## src/rtl/i2c_target_mem_pkg.sv

```systemverilog
// Shared I2C definitions: target FSM states, bus-condition encodings and pointer helpers.
// Imported by the bus synchronizer, the target top level and the I2C master.
package i2c_target_mem_pkg;

    typedef enum logic [3:0] {
        StIdle,
        StAddr,
        StAddrAck,
        StPtr,
        StPtrAck,
        StWdata,
        StWdataAck,
        StRdata,
        StRdataAck
    } i2c_state_e;

    typedef enum logic [1:0] {
        BusIdle  = 2'b00,
        BusStart = 2'b01,
        BusStop  = 2'b10
    } bus_cond_e;

    localparam int unsigned PtrW        = 4;
    localparam int unsigned BitCntW     = 4;
    localparam logic [3:0]  BitsPerByte = 4'd8;

    // Next pointer value, wrapping at the end of the memory.
    function automatic logic [PtrW-1:0] ptr_inc(input logic [PtrW-1:0] ptr,
                                                input int unsigned     depth);
        if (32'(ptr) == depth - 32'd1) begin
            return '0;
        end
        return ptr + 1'b1;
    endfunction

endpackage

```

## src/rtl/i2c_bus_sync.sv

```systemverilog
// Two-flop synchronizers for raw SCL/SDA plus SCL edge and START/STOP detection.
// All outputs are combinational decodes of the synchronized copies.
module i2c_bus_sync
    import i2c_target_mem_pkg::*;
(
    input  logic      clk,
    input  logic      rst,
    input  logic      scl_in,
    input  logic      sda_in,
    output logic      sda,
    output logic      scl_rise,
    output logic      scl_fall,
    output bus_cond_e bus_cond
);

    logic [1:0] scl_sync_q, scl_sync_d;
    logic [1:0] sda_sync_q, sda_sync_d;
    logic       scl_prev_q, scl_prev_d;
    logic       sda_prev_q, sda_prev_d;
    logic       scl;
    logic       start_det;
    logic       stop_det;

    always_comb begin
        scl_sync_d = {scl_sync_q[0], scl_in};
        sda_sync_d = {sda_sync_q[0], sda_in};
        scl_prev_d = scl_sync_q[1];
        sda_prev_d = sda_sync_q[1];
    end

    // Reset to the idle-bus level so releasing reset never looks like an edge.
    always_ff @(posedge clk) begin
        if (rst) begin
            scl_sync_q <= 2'b11;
            sda_sync_q <= 2'b11;
            scl_prev_q <= 1'b1;
            sda_prev_q <= 1'b1;
        end else begin
            scl_sync_q <= scl_sync_d;
            sda_sync_q <= sda_sync_d;
            scl_prev_q <= scl_prev_d;
            sda_prev_q <= sda_prev_d;
        end
    end

    always_comb begin
        scl       = scl_sync_q[1];
        sda       = sda_sync_q[1];
        scl_rise  = scl & ~scl_prev_q;
        scl_fall  = ~scl & scl_prev_q;
        start_det = scl & sda_prev_q & ~sda;
        stop_det  = scl & ~sda_prev_q & sda;
        bus_cond  = BusIdle;
        if (start_det) begin
            bus_cond = BusStart;
        end else if (stop_det) begin
            bus_cond = BusStop;
        end
    end

endmodule

```

## src/rtl/i2c_target_mem.sv

```systemverilog
// I2C target exposing a small byte memory: write sets pointer then stores data,
// read streams bytes from the pointer; the pointer auto-increments and wraps.
module i2c_target_mem
    import i2c_target_mem_pkg::*;
#(
    parameter logic [6:0]  DEV_ADDR  = 7'h50,
    parameter int unsigned MEM_DEPTH = 16
) (
    input  logic            clk,
    input  logic            rst,
    input  logic            scl_in,
    input  logic            sda_in,
    output logic            sda_oe,
    output logic            busy,
    output logic            done,
    output logic            wr_stb,
    output logic [PtrW-1:0] wr_addr,
    output logic [7:0]      wr_data
);

    logic      sda;
    logic      scl_rise;
    logic      scl_fall;
    bus_cond_e bus_cond;

    i2c_bus_sync u_bus_sync (
        .clk      (clk),
        .rst      (rst),
        .scl_in   (scl_in),
        .sda_in   (sda_in),
        .sda      (sda),
        .scl_rise (scl_rise),
        .scl_fall (scl_fall),
        .bus_cond (bus_cond)
    );

    i2c_state_e         state_q, state_d;
    logic [BitCntW-1:0] bit_cnt_q, bit_cnt_d;
    logic [7:0]         shift_q, shift_d;
    logic [PtrW-1:0]    ptr_q, ptr_d;
    logic               rw_q, rw_d;
    logic               nack_q, nack_d;
    logic               sda_oe_q, sda_oe_d;
    logic               busy_q, busy_d;
    logic               done_q, done_d;
    logic               wr_stb_q, wr_stb_d;
    logic [PtrW-1:0]    wr_addr_q, wr_addr_d;
    logic [7:0]         wr_data_q, wr_data_d;
    logic               mem_we;

    logic [7:0]         mem_q [MEM_DEPTH];
    logic [PtrW-1:0]    ptr_nxt;
    logic [7:0]         rd_cur;
    logic [7:0]         rd_nxt;

    assign ptr_nxt = ptr_inc(ptr_q, MEM_DEPTH);
    assign rd_cur  = mem_q[ptr_q];
    assign rd_nxt  = mem_q[ptr_nxt];

    always_comb begin
        state_d   = state_q;
        bit_cnt_d = bit_cnt_q;
        shift_d   = shift_q;
        ptr_d     = ptr_q;
        rw_d      = rw_q;
        nack_d    = nack_q;
        sda_oe_d  = sda_oe_q;
        busy_d    = busy_q;
        done_d    = 1'b0;
        wr_stb_d  = 1'b0;
        wr_addr_d = wr_addr_q;
        wr_data_d = wr_data_q;
        mem_we    = 1'b0;

        if (bus_cond == BusStart) begin
            state_d   = StAddr;
            bit_cnt_d = '0;
            sda_oe_d  = 1'b0;
        end else if (bus_cond == BusStop) begin
            state_d  = StIdle;
            sda_oe_d = 1'b0;
            busy_d   = 1'b0;
            done_d   = busy_q;
        end else if (scl_rise) begin
            unique case (state_q)
                StAddr, StPtr, StWdata: begin
                    shift_d   = {shift_q[6:0], sda};
                    bit_cnt_d = bit_cnt_q + 1'b1;
                end
                StRdata:    bit_cnt_d = bit_cnt_q + 1'b1;
                StRdataAck: nack_d = sda;
                default:    ;
            endcase
        end else if (scl_fall) begin
            unique case (state_q)
                StAddr: begin
                    if (bit_cnt_q == BitsPerByte) begin
                        if (shift_q[7:1] == DEV_ADDR) begin
                            state_d  = StAddrAck;
                            busy_d   = 1'b1;
                            sda_oe_d = 1'b1;
                            rw_d     = shift_q[0];
                        end else begin
                            state_d = StIdle;
                        end
                    end
                end
                StAddrAck: begin
                    bit_cnt_d = '0;
                    if (rw_q) begin
                        state_d  = StRdata;
                        shift_d  = rd_cur;
                        sda_oe_d = ~rd_cur[7];
                    end else begin
                        state_d  = StPtr;
                        sda_oe_d = 1'b0;
                    end
                end
                StPtr: begin
                    if (bit_cnt_q == BitsPerByte) begin
                        state_d  = StPtrAck;
                        ptr_d    = shift_q[PtrW-1:0];
                        sda_oe_d = 1'b1;
                    end
                end
                StPtrAck: begin
                    state_d   = StWdata;
                    bit_cnt_d = '0;
                    sda_oe_d  = 1'b0;
                end
                StWdata: begin
                    if (bit_cnt_q == BitsPerByte) begin
                        state_d   = StWdataAck;
                        mem_we    = 1'b1;
                        wr_stb_d  = 1'b1;
                        wr_addr_d = ptr_q;
                        wr_data_d = shift_q;
                        sda_oe_d  = 1'b1;
                    end
                end
                StWdataAck: begin
                    state_d   = StWdata;
                    ptr_d     = ptr_nxt;
                    bit_cnt_d = '0;
                    sda_oe_d  = 1'b0;
                end
                StRdata: begin
                    if (bit_cnt_q == BitsPerByte) begin
                        state_d  = StRdataAck;
                        sda_oe_d = 1'b0;
                        nack_d   = 1'b1;
                    end else begin
                        shift_d  = {shift_q[6:0], 1'b0};
                        sda_oe_d = ~shift_q[6];
                    end
                end
                StRdataAck: begin
                    // A NACK parks in idle with SDA released; busy holds until STOP.
                    if (!nack_q) begin
                        state_d   = StRdata;
                        ptr_d     = ptr_nxt;
                        shift_d   = rd_nxt;
                        sda_oe_d  = ~rd_nxt[7];
                        bit_cnt_d = '0;
                    end else begin
                        state_d = StIdle;
                    end
                end
                default: ;
            endcase
        end
    end

    always_ff @(posedge clk) begin
        if (rst) begin
            state_q   <= StIdle;
            bit_cnt_q <= '0;
            shift_q   <= '0;
            ptr_q     <= '0;
            rw_q      <= 1'b0;
            nack_q    <= 1'b0;
            sda_oe_q  <= 1'b0;
            busy_q    <= 1'b0;
            done_q    <= 1'b0;
            wr_stb_q  <= 1'b0;
            wr_addr_q <= '0;
            wr_data_q <= '0;
        end else begin
            state_q   <= state_d;
            bit_cnt_q <= bit_cnt_d;
            shift_q   <= shift_d;
            ptr_q     <= ptr_d;
            rw_q      <= rw_d;
            nack_q    <= nack_d;
            sda_oe_q  <= sda_oe_d;
            busy_q    <= busy_d;
            done_q    <= done_d;
            wr_stb_q  <= wr_stb_d;
            wr_addr_q <= wr_addr_d;
            wr_data_q <= wr_data_d;
        end
    end

    // Memory has no reset; contents survive rst.
    always_ff @(posedge clk) begin
        if (mem_we) begin
            mem_q[ptr_q] <= shift_q;
        end
    end

    assign sda_oe  = sda_oe_q;
    assign busy    = busy_q;
    assign done    = done_q;
    assign wr_stb  = wr_stb_q;
    assign wr_addr = wr_addr_q;
    assign wr_data = wr_data_q;

endmodule
```

## config.mk

```make
export PLATFORM = sky130hd
export DESIGN_NAME = i2c_target_mem
export DESIGN_NICKNAME = d
export VERILOG_FILES = /design/src/rtl/i2c_target_mem_pkg.sv /design/src/rtl/i2c_bus_sync.sv /design/src/rtl/i2c_target_mem.sv
export SDC_FILE = /design/constraint.sdc
export NUM_CORES = 1
export LEC_CHECK = 0
export ABC_AREA = 0
export CORE_MARGIN = 5
export CORE_UTILIZATION = 60
export CTS_CLUSTER_DIAMETER = 30
export CTS_CLUSTER_SIZE = 12
export DETAILED_ROUTE_END_ITERATION = 6
export GPL_TIMING_DRIVEN = 0
export HOLD_SLACK_MARGIN = 0.05
export MAX_ROUTING_LAYER = met4
export PLACE_DENSITY = 0.81
export SYNTH_ARGS = -nofsm -noshare
export SYNTH_HDL_FRONTEND = slang
export SYNTH_HIERARCHICAL = 1
export SYNTH_SLANG_ARGS = --single-unit
```

## constraint.sdc

```tcl
create_clock -name clk -period 4.3 [get_ports clk]
set_input_delay 0.43 -clock clk [delete_from_list [all_inputs] [get_ports clk]]
set_output_delay 0.43 -clock clk [all_outputs]
set_load 0.01 [all_outputs]
```

==> flow_summary.json <==
{
  "status": "complete, no violations",
  "h-tree-depth": 4,
  "max-cap-violations": 0,
  "slew_violations": 0,
  "slew_headroom_pct": 9.18,
  "core_um2": 15000,
  "hold_viol": 0,
  "dp_hpwl_um": 18800,
  "clk_pin_slew_ps": 70,
  "fin_crit_sh_pct": 89.0,
  "worst_pin_slew_ps": 1360,
  "synth.area.top_cells": "edfxtp_1 42%, mux4_2 13%, dfxtp_1 11%",
  "grt_setup_unrepaired": "false",
  "grt-ovfl-total": 0,
  "busiest_layer": "met2",
  "place_congestion": 1.01,
  "cts.path.max_buffers": 2,
  "power_mw": 3.33,
  "fill_cells": 1020,
  "preCtsSetupSlack_ps": 602,
  "io_buffers": 19,
  "ant_nets": 0,
  "crit_type": "reg -> reg",
  "synthArstFlopShare_pct": 0,
  "grt_pass1_vias": 6931,
  "rows": 45,
  "ys_ff_latch": 176,
  "syn_area_per_cell_um2": 12.7,
  "min-delay-path-class": "reg -> reg",
  "synth_fp_nets": 728,
  "nets": 780,
  "clk-insertion-delay-late_ps": 440,
  "cts_buffers": 17,
  "ctsHoldBuffers": 0,
  "drt_wl_total_um": 26500,
  "arrival_ps": 3870,
  "start_util_pct": 60.5,
  "grt.total_usage_pct": 31.6,
  "yosysTopAreaCellShare_pct": 42.3,
  "cp-end-kind": "flop",
  "crit_required_ps": 4350,
  "grt_start_max_net_pins": 23,
  "setup_slack_ps": 475,
  "yosysSeqAreaShare_pct": 52.9,
  "power.density_nw_per_um2": 325,
  "layout-drive-gt1-share_pct": 21.4,
  "antennaDiodeCount": 0,
  "avgRoutedWirePerCell_um": 27.4,
  "start_kind": "flop",
  "first_iter_violations": 941,
  "peakVddDrop_uv": 331,
  "dr.pass1.iters": 5,
  "grt_util_met1_pct": 39.0,
  "use_met3_pct": 7.68,
  "synth_area_leader_cell": "edfxtp_1",
  "postCtsSetupRepairBufs": 0,
  "cts.sinks": 176,
  "synthCells": 716,
  "num_vias": 6878,
  "root_buffer": "clkbuf_16",
  "leakage_nw": 3.33,
  "die_area_um2": 17700,
  "final_cell_mix": "128 x edfxtp_1, 57 x nor2_1, 52 x mux4_2, 48 x nand2_1, 48 x dfxtp_1",
  "drcViolationCount": 0,
  "max_freq_mhz": 261,
  "fp.dieH_um": 133,
  "yosys_warnings": 6,
  "cts_tree": "yes",
  "layout_min_cycle_time_ps": 3830,
  "ys_types": 76,
  "met2_usage_pct": 49.7,
  "fin_tns_setup_ps": 0,
  "fin_skew_ps": 9.75,
  "cts_resized": 0,
  "cp_max_fo": 8,
  "ios": 20,
  "finalSetupViolCount": 0,
  "fp.dieW_um": 133,
  "syn-cell-area_um2": 9090,
  "grt_pass1_wl_um": 40500,
  "antenna_found_initial": 0,
  "final_util_pct": 68.2,
  "final_common_cell": "edfxtp_1",
  "area.growth.synth_to_final_pct": 12.7,
  "synth-edff-count": 128,
  "avgViaCountPerCell": 7.10,
  "yosys_most_used_dff": "edfxtp_1"
}
final cells by class:
type | instances | area [µm²] | area share [%]
clock inverter | 13 | 120 | 1.17
buffer | 53 | 283 | 2.76
tap | 188 | 235 | 2.30
clock buffer | 19 | 433 | 4.22
sequential | 176 | 4800 | 46.9
timing repair buffer | 33 | 295 | 2.88
multi-input combinational | 466 | 4000 | 39.0
inverter | 21 | 78.8 | 0.769
layer usage:
| layer | vias up | share of wire, % |
|---|---|---|
| met5 | - | 0 |
| met4 | 0 | 5.0 |
| met3 | 89 | 11 |
| met2 | 501 | 47 |
| met1 | 3380 | 37 |
| li1 | 2908 | - |
worst max-delay path, stage by stage, from the launching register on:
cell      delay, ps
dfxtp_1         340
nor2b_1         430
nor2b_1         200
clkbuf_1        310
and3_1          280
nand4b_1        350
or3_1           490
nor2_1         1030
power by group:
group / switching (mW) / total (mW) / internal [mW]
combinational: 0.0264 / 0.0402 / 0.0138
clock: 0.708 / 1.47 / 0.763
sequential: 0.0122 / 1.82 / 1.81
total: 0.746 / 3.33 / 2.58
cell usage after synthesis, types with 5 or more instances:
cell type  count
inv_1         20
ha_1           8
mux4_2        52
a21oi_1       39
or2_1          7
nor4_1        14
o21ai_0       19
mux2i_1       42
o211ai_1       5
edfxtp_1     128
clkbuf_1      17
a211oi_1      10
nand2b_1       9
buf_2         22
mux2_2        12
nor2_1        57
buf_4          9
dfxtp_1       48
nor2b_1       14
nor3_1        15
o21a_1         5
nand2_1       48
nand4b_1       5
nand3_1        7
final timing paths:
path,from,end,slack (ps),cells past startpoint
hold / removal,u_bus_sync/sda_sync_q[0],u_bus_sync/sda_sync_q[1],410,1
setup reg to reg,u_bus_sync/scl_prev_q,mem_q[14][5],470,7
setup / recovery,u_bus_sync/scl_prev_q,mem_q[14][5],470,7
hold reg to reg,u_bus_sync/sda_sync_q[0],u_bus_sync/sda_sync_q[1],410,1
through the flow:
step | area, µm² | std cells | hold WS (ps)
final | 10200 | 969 | 410
after global routing | 10200 | 969 | 434
after CTS | 10200 | 969 | 416
after detailed placement | 9700 | 937 | 400
after global placement | 9520 | 923 | 395
after floorplan | 9090 | 716 | 383
state kept, by name, indices dropped and copies added (netlist names), 4 cells and up, named ones only:
name / cells
bit_cnt_q: 4
mem_q: 128
ptr_q: 4
shift_q: 8
state_q: 4
wr_addr: 4
wr_data: 8
cell families (layout without fill, tap and decap cells):
kind of cell	Yosys count	after routing	synth area share, %
AOI/OAI and AO/OA	139	139	10.9
xor gates and xnor gates	3	3	0.289
adders and majority gates	8	8	1.10
buffers and inverters	74	139	3.98
DFF	176	176	52.9
muxes	106	106	19.0
and+or+nand+nor	210	210	11.9
(Power assumes the default switching activity.)
